===== config.mk =====
export PLATFORM = sky130hd
export DESIGN_NAME = fixed_mult
export DESIGN_NICKNAME = d
export VERILOG_FILES = /design/src/rtl/fixed_mult.sv
export SDC_FILE = /design/constraint.sdc
export NUM_CORES = 2
export LEC_CHECK = 0
export BUFFER_PORTS_ARGS = -buffer_cell sky130_fd_sc_hd__buf_2
export CORE_ASPECT_RATIO = 0.75
export CORE_UTILIZATION = 60
export DETAILED_ROUTE_END_ITERATION = 16
export PLACE_DENSITY = 0.8
export SETUP_SLACK_MARGIN = 0.4
export SYNTH_ARGS = -nofsm -noshare
export SYNTH_HDL_FRONTEND = slang
export SYNTH_SLANG_ARGS = --single-unit

===== constraint.sdc =====
create_clock -name clk -period 18.7 [get_ports clk]
set_clock_uncertainty 0.1 [all_clocks]
set_input_delay 3.74 -clock clk [delete_from_list [all_inputs] [get_ports clk]]
set_output_delay 3.74 -clock clk [all_outputs]
set_load 0.02 [all_outputs]

===== src/rtl/fixed_mult.sv =====
// fixed_mult: signed two's-complement fixed-point multiplier, Q(size-frac).frac.
// Two register stages. Stage 1 captures the exact 2*size-bit product. Stage 2
// rounds half toward +inf, rescales by frac, range-checks, and registers the result.
//
// Optional feature macro: FIXED_MULT_SAT_EN
//   defined   -> out-of-range results clamp to the max/min representable value
//   undefined -> out-of-range results wrap (low size bits kept); default build
// overflow is reported the same way in both builds.
//
// Ports:
//   clk        rising-edge clock
//   rst        synchronous reset, active-high
//   in_valid   in0/in1 are sampled this cycle
//   in0, in1   signed operands, size bits
//   product    registered rounded product, size bits
//   out_valid  product is new this cycle
//   overflow   current result was out of range (qualified by out_valid)
module fixed_mult #(
  parameter int size = 32,
  parameter int frac = 16
) (
  input  logic            clk,
  input  logic            rst,
  input  logic            in_valid,
  input  logic [size-1:0] in0,
  input  logic [size-1:0] in1,
  output logic [size-1:0] product,
  output logic            out_valid,
  output logic            overflow
);

  // One extra bit above the full product so the rounding add cannot wrap.
  localparam int W = 2*size + 1;
  localparam logic signed [W-1:0] ONE  = {{(W-1){1'b0}}, 1'b1};
  localparam logic signed [W-1:0] RND  = ONE << (frac-1);
  localparam logic signed [W-1:0] MAXV = (ONE << (size-1)) - ONE;
  // Bitwise inverse of 2^(size-1)-1 is -2^(size-1).
  localparam logic signed [W-1:0] MINV = ~MAXV;

  logic signed [2*size-1:0] a_ext;
  logic signed [2*size-1:0] b_ext;
  logic signed [2*size-1:0] full;
  logic                     v1;

  logic signed [W-1:0]      r;
  logic signed [W-1:0]      s;
  logic                     ovf_hi;
  logic                     ovf_lo;
  logic [size-1:0]          res;

  // Sign-extend before multiplying; the low 2*size bits of the product are exact.
  assign a_ext = {{size{in0[size-1]}}, in0};
  assign b_ext = {{size{in1[size-1]}}, in1};

  always_comb begin
    r      = {full[2*size-1], full} + RND;
    s      = r >>> frac;
    ovf_hi = (s > MAXV);
    ovf_lo = (s < MINV);
`ifdef FIXED_MULT_SAT_EN
    if (ovf_hi) begin
      res = MAXV[size-1:0];
    end else if (ovf_lo) begin
      res = MINV[size-1:0];
    end else begin
      res = s[size-1:0];
    end
`else
    res = s[size-1:0];
`endif
  end

  always_ff @(posedge clk) begin
    if (rst) begin
      full      <= '0;
      v1        <= 1'b0;
      product   <= '0;
      overflow  <= 1'b0;
      out_valid <= 1'b0;
    end else begin
      v1        <= in_valid;
      out_valid <= v1;
      if (in_valid) begin
        full <= a_ext * b_ext;
      end
      // Outputs hold their last result through idle cycles.
      if (v1) begin
        product  <= res;
        overflow <= ovf_hi | ovf_lo;
      end
    end
  end

endmodule


# [After elaboration in Yosys (flattened, before gate mapping)]
# Cells that the tools add are included.
# Widths: inputs -> output; s select.
[word_totals] reg_bits=99 elab_cells=10 output_inout_bits=34
[op_classes] n_bitwise=1 add_sub_neg=1 n_lt_le_gt_ge=2 n_mul=1
[ops] cell="$add 64x17->65 const B" n=1
[ops] cell="$mul 32x32->64" n=1
[ops] cell="$gt 49x32->1 const B" n=1
[ops] cell="$lt 49x32->1 const B" n=1
[ops] cell="$or 1x1->1" n=1

# [Longest topological paths before layout]
[logic_depth] depth_word=3 depth_mapped=28 mapped_depth_nobuf=27

# [Worst setup path before layout]
# Ideal clock, no wire load.
[synth_path] kind="input to register" startpoint="input in0[31]" endpoint="register full[63]" t_arrival_ns=11.388 setup_ns=0.070 path_slack_ns=7.141 stages=26 t_required_ns=18.530 cell_sequence="clkbuf_1 > nand2_1 > inv_1 > fa_1 > fa_1 > fa_1 > fa_1 > inv_1 > fa_1 > inv_1 > fa_1 > inv_1 > fa_1 > inv_1 > fa_1 > ha_1 > clkbuf_1 > a21o_1 > or3_1 > a31o_1 > a21oi_1 > o21bai_1 > a221o_1 > o21ai_1 > mux2_1 > a21oi_1"
[synth_between] elab_chain_len=1
[synth_lines] element="start, declared" line_no="25" text="input logic [size-1:0] in0,"
[synth_lines] element="$mul 32x32->64" line_no="84" text="full <= a_ext * b_ext;"
[synth_lines] element="end signal, assigned" line_no="84"
[synth_lines] element="end, declared" line_no="42" text="logic signed [2*size-1:0] full;"
# No other way between the ends.
# A chain may end at the register's enable or synchronous reset.

# [Final worst setup path]
[layout_path] startpoint="input in1[3]" endpoint="register full[63]"
[layout_between] elab_chain_len=1
[layout_lines] element="start, declared" line_no="26" text="input logic [size-1:0] in1,"
[layout_lines] element="$mul 32x32->64" line_no="84"
# No other way between the ends.

==> run metrics <==
layout cells sized above 1 3.46%; total CTS buffers 9; XOR/XNOR Fraction of Synth Area about 1.8%; WHS 0.381 ns; PortBufs 100; Overflow after GRT 0; crit start category input pin; post-synth cell types between 70 and 80; buffer count from post-CTS setup fixing 0; EDFF count, synth 0; commonest non-fill, non-tap cell in the layout fa_1; P&R area growth vs syn 2.67%; MaxCap Viol Count 0; nets about 5600; ranking of synthesized cells by area fa_1 54%, inv_1 9.3%, and2_1 7.9%, ha_1 5.6%, nand2_1 5.4%; fin. max-slew vios 0; WL final between 100000 and 150000 µm; clk sinks 84; Post-synth ARST share 0%; Yosys reg bits 84; worst setup margin between 6 and 7 ns; gr usage total 32.1%; Synth top area share 53.8%; CTS tree done; Final HPWL DP between 80000 and 90000 µm; post-synthesis sequential area ratio 4.18%; slowest stage delay, CP approximately 1.1 ns; DRC Markers 34; Yosys warning count 0; Avg Inst Size Synth between 9 and 10 µm²; Worst Max-Slew Pin Slew approximately 1.1 ns; fin crit share 65.7%; chip height 226 µm; area leader, netlist fa_1; starting density of the core slightly above 60%; Rows 81; CP max stage cell fa_1; Placer Congestion 0.943; TritonRoute pass-1 iters 12; synthesized area just over 0.04 mm²; mux cell area share after synthesis less than 1%; first-pass GRT wire length between 150000 and 200000 µm; Simple-Gate Fraction of Synth Area between 15 and 20%; CTS H-Tree Depth 3; core box area ~0.066 mm²; die area 0.0681 mm²; initial DRC count roughly 2700; Routed wire per std cell approximately 20 µm; crit end category flop; Max Freq about 0.08 GHz; failing checks design-rule violations; initial antenna violation count 5; setup_tns 0 ns; dpl ws roughly 6.2 ns; CP Class input pin to flop; Final Hold Fails 0; RSZ-0062 raised after global routing no; clock-pin slew on the worst setup and hold paths around 0.06 ns; highest-count cells in the layout ignoring fill and taps 1081 x fa_1, 993 x inv_1, 575 x nand2_1, 510 x and2_1, 181 x ha_1; cells after synthesis about 4400; Final ANT Viol Nets 0; Die W roughly 300 µm; largest net degree at the start of global routing 98; final setup violation count 0; relative slew slack 26.5%; Via density about 5.7; PostCTS Resize Cnt 0; number of global-route vias before repair 31100; worst skew pair latency around 0.34 ns; largest family of logic cells by synthesized area adder cells; outcome finished, violations left; Critical Path, Cell by Cell buf_2, and2_1, fa_1, fa_1, fa_1, fa_1, inv_1, fa_1, inv_1, fa_1, inv_1, fa_1, inv_1, fa_1, ha_1, a21o_1, or3_1, a31o_1, a21oi_1, o21bai_1, a221o_1, o21ai_1, mux2_1, a21oi_1; post-synthesis compound-gate area fraction ~4.8%; Worst Path Max Fanout 32; # IOs around 100; Arr. time, crit path approximately 12 ns; CP required around 19 ns; Buf/Inv on CP 5; CP dominant cell by count fa_1; cts hold-fix bufs 0; syn_nets between 5000 and 6000; minimum clock period around 12 ns; clk buf depth 2; DR vias between 20000 and 30000; Largest delay share family, worst path adder cells; predominant post-synthesis flop cell dfxtp_1; Hold/Removal Path Class flop to flop; Adder-Cell Fraction of Synth Area roughly three fifths; Root Driver clkbuf_16
## flip-flops by register name, indices dropped and copies added (netlist names)
name / flops
overflow: 1
out_valid: 1
v1: 1
product: 32
full: 49
## cell usage after synthesis, drive strengths merged (23+ instances only)
cell / n
mux2i: 23
fa: 1081
nand3: 36
nor3: 24
ha: 181
nand2: 575
a211oi: 39
a21oi: 77
and2: 510
o21ai: 49
xor2: 47
nand4: 29
nor2: 90
inv: 993
clkbuf: 244
dfxtp: 84
xnor2: 36
nor2b: 32
a21o: 28
## logic make-up (layout without fill, tap and decap cells)
family | after synthesis | after routing
AOI/OAI and AO/OA | 287 | 287
xor gates and xnor gates | 83 | 83
adders and majority gates | 1262 | 1262
buffers and inverters | 1243 | 1122
DFF | 84 | 84
muxes | 26 | 26
other | 0 | 1
and+or+nand+nor | 1381 | 1381
## final cells by class
cell class	instances	area, µm²
Antenna cell	1	2.50
Tap cell	871	1090
Sequential cell	84	1680
Clock buffer	10	229
Clock inverter	5	85.1
Multi-Input combinational cell	3039	33900
Fill cell	5252	24500
Inverter	993	3730
Timing Repair Buffer	114	606
## stage by stage
| stage | util [%] | cell area, µm² | instances |
|---|---|---|---|
| global route | 62.8 | 41300 | 5116 |
| CTS | 62.8 | 41300 | 5116 |
| floorplan | - | 40200 | 4366 |
| global placement | 62.3 | 41000 | 5101 |
| detailed placement | 62.3 | 41000 | 5101 |
| finish | 62.8 | 41300 | 5117 |
## worst min-delay path, cell delays in order (launching register included)
cell	delay, ns
dfxtp_1	0.31
nand2b_1	0.06
o22ai_1	0.06
## worst paths after layout
check                              start       end  cells past startpoint  slack [ns]
worst max-delay path              in1[3]  full[63]                     24        6.41
worst min-delay path            overflow  overflow                      2        0.38
worst max register to register  full[23]  overflow                      9       15.56
worst min register to register  overflow  overflow                      2        0.38
## metal layers
| layer | vias up | routed length [µm] | track usage [%] |
|---|---|---|---|
| li1 | 12500 | - | - |
| met1 | 14800 | 44400 | 47.6 |
| met2 | 1645 | 43200 | 46.8 |
| met3 | 167 | 13500 | 10.1 |
| met4 | 6 | 1810 | 5.94 |
| met5 | - | 31 | 0 |
Power is left out: the tool's default activity adds up to more than one toggle a clock period on the data nets, which glitch-free logic cannot reach.
